--- config.mk ---
export PLATFORM = sky130hd
export DESIGN_NAME = vga_timing_gen
export DESIGN_NICKNAME = d
export VERILOG_FILES = /design/src/rtl/vga_timing_pkg.sv /design/src/rtl/vga_axis_cnt.sv /design/src/rtl/vga_timing_gen.sv
export SDC_FILE = /design/constraint.sdc
export NUM_CORES = 1
export LEC_CHECK = 0
export CAP_MARGIN = 20
export CORE_MARGIN = 1
export CORE_UTILIZATION = 55
export DETAILED_ROUTE_END_ITERATION = 12
export HOLD_SLACK_MARGIN = 0.03
export PLACE_DENSITY = 0.88
export SYNTH_ARGS = -nofsm -noshare
export SYNTH_HDL_FRONTEND = slang
export SYNTH_SLANG_ARGS = --single-unit
--- constraint.sdc ---
create_clock -name CLK -period 3.5 [get_ports CLK]
set_input_delay 0.875 -clock CLK [delete_from_list [all_inputs] [get_ports CLK]]
set_output_delay 0.875 -clock CLK [all_outputs]
set_load 0.01 [all_outputs]
--- src/rtl/vga_timing_pkg.sv ---
// vga_timing_pkg: raster mode descriptors and width helper shared by the timing generator
package vga_timing_pkg;

    typedef struct packed {
        int   h_area;
        int   h_front;
        int   h_sync;
        int   h_back;
        int   v_area;
        int   v_front;
        int   v_sync;
        int   v_back;
        logic h_pol;
        logic v_pol;
    } mode_t;

    localparam mode_t MODE_640X480 = '{h_area: 640, h_front: 16, h_sync: 96, h_back: 48,
                                       v_area: 480, v_front: 10, v_sync: 2, v_back: 33,
                                       h_pol: 1'b0, v_pol: 1'b0};

    localparam mode_t MODE_800X600 = '{h_area: 800, h_front: 40, h_sync: 128, h_back: 88,
                                       v_area: 600, v_front: 1, v_sync: 4, v_back: 23,
                                       h_pol: 1'b1, v_pol: 1'b1};

    localparam mode_t MODE_1280X720 = '{h_area: 1280, h_front: 110, h_sync: 40, h_back: 220,
                                        v_area: 720, v_front: 5, v_sync: 5, v_back: 20,
                                        h_pol: 1'b1, v_pol: 1'b1};

    // Bits needed to hold 0..n-1, never less than one so degenerate modes still get a real port
    function automatic int clog2_safe(input int n);
        int r;
        r = 1;
        while ((1 << r) < n) r++;
        return r;
    endfunction

endpackage

--- src/rtl/vga_axis_cnt.sv ---
// vga_axis_cnt: modulo counter with terminal-count flag, one per raster axis
module vga_axis_cnt
    import vga_timing_pkg::*;
#(
    parameter int W = 10
) (
    input  logic         clk,
    input  logic         rst,
    input  logic         inc,
    input  logic [W-1:0] wrap_val,
    output logic [W-1:0] cnt,
    output logic         wrap
);

    logic [W-1:0] cnt_q;
    logic [W-1:0] cnt_d;

    assign wrap  = cnt_q == wrap_val;
    assign cnt_d = wrap ? '0 : cnt_q + W'(1);
    assign cnt   = cnt_q;

    // Step on inc, returning to zero after the terminal value
    always_ff @(posedge clk or posedge rst)
        if (rst) cnt_q <= '0;
        else if (inc) cnt_q <= cnt_d;

endmodule

--- src/rtl/vga_timing_gen.sv ---
// vga_timing_gen: parametrised raster timing with registered sync, DE, position, address and strobes
module vga_timing_gen
    import vga_timing_pkg::*;
#(
    parameter int H_AREA  = MODE_640X480.h_area,
    parameter int H_FRONT = MODE_640X480.h_front,
    parameter int H_SYNC  = MODE_640X480.h_sync,
    parameter int H_BACK  = MODE_640X480.h_back,
    parameter int V_AREA  = MODE_640X480.v_area,
    parameter int V_FRONT = MODE_640X480.v_front,
    parameter int V_SYNC  = MODE_640X480.v_sync,
    parameter int V_BACK  = MODE_640X480.v_back,
    parameter bit H_POL   = MODE_640X480.h_pol,
    parameter bit V_POL   = MODE_640X480.v_pol,
    localparam int H_WHOLE = H_AREA + H_FRONT + H_SYNC + H_BACK,
    localparam int V_WHOLE = V_AREA + V_FRONT + V_SYNC + V_BACK,
    localparam int H_W     = clog2_safe(H_WHOLE),
    localparam int V_W     = clog2_safe(V_WHOLE),
    localparam int A_W     = clog2_safe(H_AREA * V_AREA)
) (
    input  logic           CLK,
    input  logic           RST,
    input  logic           CE,
    output logic           VGA_HS,
    output logic           VGA_VS,
    output logic           DE,
    output logic [H_W-1:0] X,
    output logic [V_W-1:0] Y,
    output logic [A_W-1:0] ADDR,
    output logic           SOF,
    output logic           EOL
);

    if (H_AREA < 1 || V_AREA < 1 || H_SYNC < 1 || V_SYNC < 1 ||
        H_FRONT < 0 || H_BACK < 0 || V_FRONT < 0 || V_BACK < 0) begin : g_bad_params
        $error("vga_timing_gen: illegal timing parameters");
    end

    logic [H_W-1:0] hc;
    logic [V_W-1:0] vc;
    logic           h_wrap;
    logic           v_wrap;
    int             h_n;
    int             v_n;

    logic           hs_q, vs_q, de_q, sof_q, eol_q;
    logic           hs_d, vs_d, de_d, sof_d, eol_d;
    logic [H_W-1:0] x_q;
    logic [V_W-1:0] y_q;
    logic [A_W-1:0] addr_q, addr_d;

    vga_axis_cnt #(.W(H_W)) u_hcnt (
        .clk      (CLK),
        .rst      (RST),
        .inc      (CE),
        .wrap_val (H_W'(H_WHOLE - 1)),
        .cnt      (hc),
        .wrap     (h_wrap)
    );

    vga_axis_cnt #(.W(V_W)) u_vcnt (
        .clk      (CLK),
        .rst      (RST),
        .inc      (CE & h_wrap),
        .wrap_val (V_W'(V_WHOLE - 1)),
        .cnt      (vc),
        .wrap     (v_wrap)
    );

    assign h_n = 32'(hc);
    assign v_n = 32'(vc);

    // Decode the counter position that the output registers are about to present
    always_comb begin
        de_d   = h_n < H_AREA && v_n < V_AREA;
        hs_d   = (h_n >= H_AREA + H_FRONT && h_n < H_AREA + H_FRONT + H_SYNC) ? H_POL : ~H_POL;
        vs_d   = (v_n >= V_AREA + V_FRONT && v_n < V_AREA + V_FRONT + V_SYNC) ? V_POL : ~V_POL;
        sof_d  = hc == '0 && vc == '0;
        eol_d  = h_n == H_AREA - 1 && v_n < V_AREA;
        addr_d = sof_d ? '0 : de_d ? addr_q + A_W'(1) : addr_q;
    end

    // Register every output together on the pixel enable so nothing skews
    always_ff @(posedge CLK or posedge RST)
        if (RST) begin
            hs_q   <= ~H_POL;
            vs_q   <= ~V_POL;
            de_q   <= 1'b0;
            sof_q  <= 1'b0;
            eol_q  <= 1'b0;
            x_q    <= '0;
            y_q    <= '0;
            addr_q <= '0;
        end else if (CE) begin
            hs_q   <= hs_d;
            vs_q   <= vs_d;
            de_q   <= de_d;
            sof_q  <= sof_d;
            eol_q  <= eol_d;
            x_q    <= hc;
            y_q    <= vc;
            addr_q <= addr_d;
        end

    assign VGA_HS = hs_q;
    assign VGA_VS = vs_q;
    assign DE     = de_q;
    assign SOF    = sof_q;
    assign EOL    = eol_q;
    assign X      = x_q;
    assign Y      = y_q;
    assign ADDR   = addr_q;

endmodule
==> results.md <==
* Synth cell count leaders: 62 x dfrtp_1, 27 x nand2_1, 26 x o21ai_0
* Total power at 1.94 mW
* Setup Buffers After CTS at 0
* P&R area growth vs syn at 22.7%
* Layout cell share with drive strength beyond 1 at 0.141
* Final hold violation count at 0
* RSZ-0062 raised after global routing: no
* Async S/R FF share, synth at 1.00
* Max-slew headroom at 0.626
* Clock Latency Late Sink at 330 ps
* Drt pass-1 iters at 6
* Dpl cell area at 3730 µm²
* Leak pwr at 1.68 nW
* Io pins at between 40 and 50
* GR peak layer: met2
* Post-synthesis cell type with the largest combined area: dfrtp_1
* Required time worst endpoint at 3780 ps
* Port Buffer Count at between 40 and 50
* Pin count of the biggest net entering global routing at 41
* # diodes at 0
* Post-synthesis cell area at roughly 3200 µm²
* Setup slack, reg-to-reg at 1330 ps
* Max Cap Viol at 0
* Pwr/cell area at 497 nW/µm²
* Critical path destination: ADDR[11]
* Routed WL at 7.07 mm
* Core area at 5540 µm²
* CP startpoint kind: primary input
* Hpwl dp at 4.85 mm
* WL/cell at 16.3 µm
* Die Area at 6110 µm²
* Post-synth cell types at 45
* Die Y at 78.2 µm
* Via density at 6.12
* Crit path launch: CE
* Hold Path Class: flop to flop
* Top-count cell post-synth: dfrtp_1
* Slew Viols, Final at 0
* WS Path Type: primary input to flop
* Num CTS Buffers at 9
* Worst-path clk slew at about 70 ps
* Final instance area at 3910 µm²
* Post-route antenna net violation count at 0
* CTS tree: yes
* Period minus WS final at 2510 ps
* Number of remaining DRC errors at 0
* Status: finished, final reports clean
* Worst EP arrival at 2790 ps
* Post-Synth XOR/XNOR Area at 0.0302
* Synth Area in Compound Gates at 0.118
* M2 GR Usage at 0.403
* Multi-input logic area at 1500 µm²
* Reg area at 1600 µm²
* Nets@finish at roughly 370
* DRT iter0 DRCs at 241
* Max Root-Sink Buffers at 2
* Fill count at 437
* Met3 Track Usage GR at 0.0535
* Fmax achieved at around 400 MHz
* Row cnt at 27
* Clock root cell: clkbuf_8
* Sink Count at 64
* Least-Margin Pin Slew at between 500 and 600 ps
* Vias at 2658
* Reg2reg end: ADDR[15]
* Initial Util at 0.576
* Avg Inst Size Synth at 10.3 µm²
* Top cells by area, synth: dfrtp_1 49%, mux2_2 7.8%, o21ai_0 4.1%, nand2_1 3.2%, nand3_1 2.5%
* Met1 usage at 0.308
* Vias in the first global route at 2550
* Reg2Reg Launch Point: u_hcnt.cnt[0]
* Htree depth at 3
* Gpl congestion at around 0.9
* Global-route wire length before repair at about 12 mm
* Crit path max fanout at 14
* Post-CTS Hold Buffers at 0
* #FFs+latches synth at 64
* Number of flops mapped to enable cells by yosys at 0
* Syn Inst Count at 309
* Die width at 78.2 µm
* Clock Skew at 10.0 ps
* GRT Util Overall at 0.244
* Final Cycle Share at 0.717
* Post-synth top area share at 0.486
* Synthesized-area fraction occupied by adder cells at 0.0235
* Element type at the critical path end: flop
* Yosys warnings at 0
* Peak supply drop at a little over 0.4 mV
* Largest family of logic cells by synthesized area: simple AND/OR/NAND/NOR gates
* Syn_nets at 318
* Cells on worst reg2reg path at 6
* Final Setup Violations at 0
* Gr ovfl total at 0
* Final setup TNS at 0 ps
* Multiplexer share of the synthesized area at 0.0871
* Seq/Total Area, Yosys at 0.503
* Prevailing post-synth register cell: dfrtp_1
* PostCTS Resize Cnt at 0
* Synth Area in Simple Gates at 0.211
* Initial antenna violation count at 0
==> critical path, cell delays in order <==
cell and delay (ps):
clkdlybuf4s50_1 750, nand3_2 340, or4_1 570, a21oi_1 150, a21o_1 90
==> flip-flops by register name (all words and copies together), names as in the netlist <==
name	cells
ADDR	19
DE	1
EOL	1
SOF	1
VGA_HS	1
VGA_VS	1
X	10
Y	10
u_hcnt.cnt	10
u_vcnt.cnt	10
==> layout make-up <==
class,count,area share
Clock buffer,13,0.0432
Clock inverter,3,0.00384
Inverter,9,0.00863
Multi-Input combinational cell,223,0.383
Sequential cell,64,0.410
Tap cell,72,0.0230
Timing Repair Buffer,50,0.129
==> layout by cell type, fill, tap and decap left out, types with 3 or more instances in the layout <==
master and n:
a22o_1 7, mux2i_1 3, mux2_2 22, clkinv_2 3
ha_1 6, a31oi_1 3, clkdlybuf4s50_1 46, o31ai_1 4
o21ai_0 26, inv_1 8, xnor2_1 9, nor4_1 4
nor3_1 9, a21oi_1 7, dfrtp_1 62, o22ai_1 3
nand2_1 27, nor2b_1 3, clkbuf_8 12, buf_4 3
nor2_1 21, and4_1 5, nand3_1 16, and3_1 12
nand4_1 12
==> cell families (layout without fill, tap and decap cells) <==
kind of cell / Yosys count / in the layout
simple gates: 122 / 122
flops: 64 / 64
compound gates: 59 / 59
mux: 25 / 25
buf+inv: 22 / 75
xor+xnor: 11 / 11
fa+ha+maj: 6 / 6
==> stage by stage <==
step	util	setup WS, ps	hold WS (ps)	std cells
final	0.706	989	501	434
after global routing	0.706	890	526	434
after CTS	0.706	1010	508	434
after detailed placement	0.673	679	495	418
after global placement	0.673	699	480	418
after floorplan	-	1030	491	309
==> power breakdown <==
group | total [mW] | internal (mW) | switching [mW]
Sequential | 0.969 | 0.832 | 0.136
Combinational | 0.395 | 0.216 | 0.180
Clock | 0.580 | 0.312 | 0.268
Total | 1.94 | 1.36 | 0.585
==> how the worst min path moves through the flow <==
stage	start	to	cells past startpoint
2_1_floorplan	VGA_HS	VGA_HS	2
3_3_place_gp	VGA_VS	VGA_VS	2
3_5_place_dp	X[6]	X[6]	1
4_1_cts	VGA_HS	VGA_HS	2
5_1_grt	SOF	SOF	1
6_report	VGA_HS	VGA_HS	2
==> metal layers <==
metal	wire, µm	vias up
met5	0	-
met4	155	0
met3	417	22
met2	3430	121
met1	3070	1278
li1	-	1237
No activity file was read; power rests on OpenSTA's default activity.
==> patch 1, RTL diff (config.mk and constraints unchanged) <==
Register the input `CE` before use, with the module's reset. The logic sees it one clock later.
--- a/src/rtl/vga_timing_gen.sv
+++ b/src/rtl/vga_timing_gen.sv
@@ -32,4 +32,14 @@
 );
 
+    logic CE_q;
+
+    always_ff @(posedge CLK or posedge RST) begin
+        if (RST) begin
+            CE_q <= '0;
+        end else begin
+            CE_q <= CE;
+        end
+    end
+
     if (H_AREA < 1 || V_AREA < 1 || H_SYNC < 1 || V_SYNC < 1 ||
         H_FRONT < 0 || H_BACK < 0 || V_FRONT < 0 || V_BACK < 0) begin : g_bad_params
@@ -53,5 +63,5 @@
         .clk      (CLK),
         .rst      (RST),
-        .inc      (CE),
+        .inc      (CE_q),
         .wrap_val (H_W'(H_WHOLE - 1)),
         .cnt      (hc),
@@ -62,5 +72,5 @@
         .clk      (CLK),
         .rst      (RST),
-        .inc      (CE & h_wrap),
+        .inc      (CE_q & h_wrap),
         .wrap_val (V_W'(V_WHOLE - 1)),
         .cnt      (vc),
@@ -92,5 +102,5 @@
             y_q    <= '0;
             addr_q <= '0;
-        end else if (CE) begin
+        end else if (CE_q) begin
             hs_q   <= hs_d;
             vs_q   <= vs_d;
Check against the original RTL: not equivalent (a bounded check fails within 4 cycles, from zero or initial values and one cycle with RST high).
==> patch 1 against the original RTL <==
- count of clock-buffer cells in the layout fell by 2
- sequential share of layout area increased by 0.59 points
- synthesized cell count shrank 0.97%
- critical endpoint is now ADDR[5]
- largest power group unchanged
- worst setup slack improved by 190 ps
- final area grew 0.13%
- sequential cell count up 1
- clock skew down 3.8 ps
- via count shrank 3.3%
- routed wire length increased by 0.37%
- area after synthesis hardly changed
- power is 7.0% higher
==> patch 1: results (changes against the original RTL) <==
met1 GRT Util 0.322 (+0.0147); share of layout cells above drive strength 1 0.145 (+0.00437); Worst Clk Skew 6.23 ps (-3.79 ps); mux contribution to synthesized area 0.0871 (about the same); worst flop-to-flop path endpoint ADDR[2]; Synth Area in XOR/XNOR 0.0302 (about the same); fillers 425 (-2.7%); GPL Wtd Cong 0.895 (+2.3%); drt pass-1 iters 4 (-2); HPWL Detailed 4810 um (-0.74%); final net count 362 (-1.1%); Synthesized Nets 315 (-0.94%); routed len/inst 16.5 um (+1.3%); Lkg Pwr 1.70 nW (+1.0%); DRT iter0 DRCs 153 (-37%); syn avg cell area 10.4 um^2 (+0.94%); overall routing resource usage 0.256 (+0.0116); Synth cell types 47 (+4.4%); crit-path max cell delay 600 ps (-150 ps); first-pass GRT wire length 11900 um (+2.8%); Synth Area in Compound Gates 0.118 (-0.000738); status complete, no violations; top cells by area, synth dfrtp_1, mux2_2, o21ai_0; Vias per Instance 5.98 (-2.4%); Post-Synth Adder-Cell Area 0.0235 (about the same); dpl cell area 0.00369 mm^2 (-1.1%)
-- patch 1: cells by family after synthesis --
| logic type | after synthesis |
|---|---|
| compound gates | 59 |
| xor+xnor | 11 |
| fa+ha+maj | 6 |
| buf+inv | 24 |
| flops | 65 |
| mux | 25 |
| simple gates | 116 |
-- patch 1: where the power goes --
group	total, mW	switching (mW)	internal, mW
clock	0.729	0.292	0.437
combinational	0.378	0.168	0.211
sequential	0.973	0.129	0.844
total	2.08	0.589	1.49
-- patch 1: layout make-up --
| class | count | area share |
|---|---|---|
| multi-input cells | 217 | 0.368 |
| clock inverters | 5 | 0.0198 |
| well taps | 72 | 0.0230 |
| flip-flops and latches | 65 | 0.416 |
| inverters | 10 | 0.00958 |
| clock buffers | 11 | 0.0386 |
| repair buffers | 50 | 0.125 |
-- patch 1: how the worst min path moves through the flow --
stage	slack, ps	cells after the start	to	startpoint
final	490	2	VGA_VS	VGA_VS
after global routing	530	1	Y[0]	Y[0]
after CTS	490	2	VGA_VS	VGA_VS
after detailed placement	480	2	VGA_VS	VGA_VS
after global placement	480	2	VGA_HS	VGA_HS
after floorplan	490	2	VGA_HS	VGA_HS
-- patch 1: metal layers --
layer  routed length, um  up-vias
li1                    -     1210
met1                3020     1271
met2                3590       76
met3                 352       14
met4                 125        0
met5                   0        -
==> patch 2, RTL diff (config.mk and constraints unchanged) <==
Without the edit above. Reset style: synchronous (`RST` and `rst`), changed in 2 clocked blocks.
--- a/src/rtl/vga_axis_cnt.sv
+++ b/src/rtl/vga_axis_cnt.sv
@@ -21,5 +21,5 @@
 
     // Step on inc, returning to zero after the terminal value
-    always_ff @(posedge clk or posedge rst)
+    always_ff @(posedge clk)
         if (rst) cnt_q <= '0;
         else if (inc) cnt_q <= cnt_d;
--- a/src/rtl/vga_timing_gen.sv
+++ b/src/rtl/vga_timing_gen.sv
@@ -82,5 +82,5 @@
 
     // Register every output together on the pixel enable so nothing skews
-    always_ff @(posedge CLK or posedge RST)
+    always_ff @(posedge CLK)
         if (RST) begin
             hs_q   <= ~H_POL;
Formal check against the unedited RTL: differs if RST is asserted again (counterexample within 4 cycles, from zero or initial values and one cycle with RST high); with RST held inactive, the same outputs for 10 cycles.
==> patch 2 against the original RTL <==
- die area fell by 8.5%
- sequential share of layout area fell by 5.2 points
- core utilization fell by 0.50 points
- worst setup slack got worse by 180 ps
- sequential cell count did not move
- area after synthesis fell by 8.7%
- non-clock buffer count rose by 2
- routed wire length fell by 7.1%
- critical path depth did not move
- final area fell by 8.5%
Power is not compared: it rests on default switching activity, and its combinational part moved more than twofold at a synthesized area within 25%.
==> patch 2: results (changes against the original RTL) <==
CTS resizes 0 (unchanged); Post-Synth Adder-Cell Area 0.0258 (+0.00225); Synth Area in XOR/XNOR 0.0391 (+0.00890); crit path DAT 2970 ps (+180 ps); P_int a little over 1 mW; clock latency on the worst-skew pair 350 ps (+20 ps); slowest CP cell or4_1; post-synthesis async set-or-reset flop share 0 (-1.00); top cells by count, synth dfxtp_1, nor2_1, a21oi_1, mux2i_1, nand2_1; Lkg Pwr 1.23 nW; Synth Area in Compound Gates 0.120 (+0.00185); max_slew headroom 0.463 (-0.163); largest net degree at the start of global routing 30 (-27%); crit-path max cell delay 610 ps (-140 ps); TritonCTS buffer count 9 (unchanged); Inst Count DP 436 (+4.3%); HPWL Detailed 4520 um (-6.9%); sequential area share after synthesis 0.440 (-0.0629); vias 2664 (+0.23%); Port Buffer Count 46 (unchanged); drt pass-1 iters 4 (-2); mux contribution to synthesized area 0.0722 (-0.0149); Worst Clk Skew 4.79 ps (-5.23 ps); top cells by area, synth dfxtp_1, mux2i_1, nor2_1; CTS max path bufs 2 (unchanged); Vias per Instance 5.89 (-3.8%); CTS root buf clkbuf_8; Synthesized Nets 342 (+7.5%); fillers 407 (-6.9%); initial antenna violation count 0 (unchanged); first-pass GRT wire length 11000 um (-5.0%); GPL Wtd Cong 0.849 (-2.9%); # diodes 0 (unchanged); vias in the first global route 2533 (-0.67%); overall routing resource usage 0.261 (+0.0169); DRT iter0 DRCs 211 (-12%); Crit Path Max Fanout 10 (-4); routed len/inst 14.5 um (-11%); share of layout cells above drive strength 1 0.0628 (-0.0781); final net count 386 (+5.5%); status complete, no violations; Synth cell types 39 (-13%); Cells after Synth 333 (+7.8%); max reg flops 19 (unchanged)
-- patch 2: changes by cell type in the layout (fill, tap and decap cells not counted), sizes merged, moves of 12 or more --
cell   delta
mux2     -22
dfrtp    -62
dfxtp    +64
mux2i    +18
o21ai    -12
nor2     +19
a21oi    +20
-- patch 2: routing by layer --
| metal | GRT usage | share of wire | wire length (um) |
|---|---|---|---|
| met3 | 0.0776 | 0.053 | 347 |
| met2 | 0.434 | 0.48 | 3180 |
| met5 | 0 | 0 | 0 |
| met1 | 0.303 | 0.44 | 2870 |
| met4 | 0.138 | 0.026 | 173 |
-- patch 2: cell type report --
| cell class | instances | area (um^2) | share of cell area |
|---|---|---|---|
| clock buffers | 12 | 145 | 0.0405 |
| well taps | 70 | 87.6 | 0.0244 |
| repair buffers | 52 | 505 | 0.141 |
| multi-input cells | 240 | 1510 | 0.420 |
| flip-flops and latches | 64 | 1280 | 0.358 |
| clock inverters | 4 | 20.0 | 0.00559 |
| inverters | 10 | 37.5 | 0.0105 |
-- patch 2: power by group through the flow --
stage | clock (mW) | sequential [mW] | combinational, mW
3_5_place_dp | 0 | 0.755 | 0.0615
4_1_cts | 0.557 | 0.739 | 0.0618
6_report | 0.549 | 0.739 | 0.0615
3_3_place_gp | 0 | 0.755 | 0.0604
2_1_floorplan | 0 | 0.755 | 0.0386
5_1_grt | 0.585 | 0.739 | 0.0677
-- patch 2: worst paths after layout --
kind	from	end	slack (ps)	depth (start not counted)
worst min-delay path	DE	DE	470	2
worst max-delay path	CE	ADDR[13]	810	5
worst min register to register	DE	DE	470	2
worst max register to register	u_hcnt.cnt[5]	u_vcnt.cnt[7]	1060	4
-- patch 2: logic make-up after synthesis --
family                   count (synthesis)
AO/OA/AOI/OAI                           60
XOR/XNOR                                13
adder cells (fa/ha/maj)                  6
buffers and inverters                   29
flip-flops                              64
multiplexers                            21
AND/OR/NAND/NOR                        140
-- patch 2: tightest hold or removal path: cells and delay by family, from the launching register on --
family,cells,cell delay [ps]
flops,1,310
simple gates,1,60
compound gates,1,50
-- patch 2: per-stage QoR --
step / setup slack (ps) / cell area (um^2) / hold slack [ps]
3_5_place_dp: 544 / 3420 / 461
2_1_floorplan: 1230 / 2910 / 473
4_1_cts: 846 / 3580 / 470
5_1_grt: 622 / 3580 / 509
6_report: 813 / 3580 / 469
3_3_place_gp: 624 / 3420 / 457
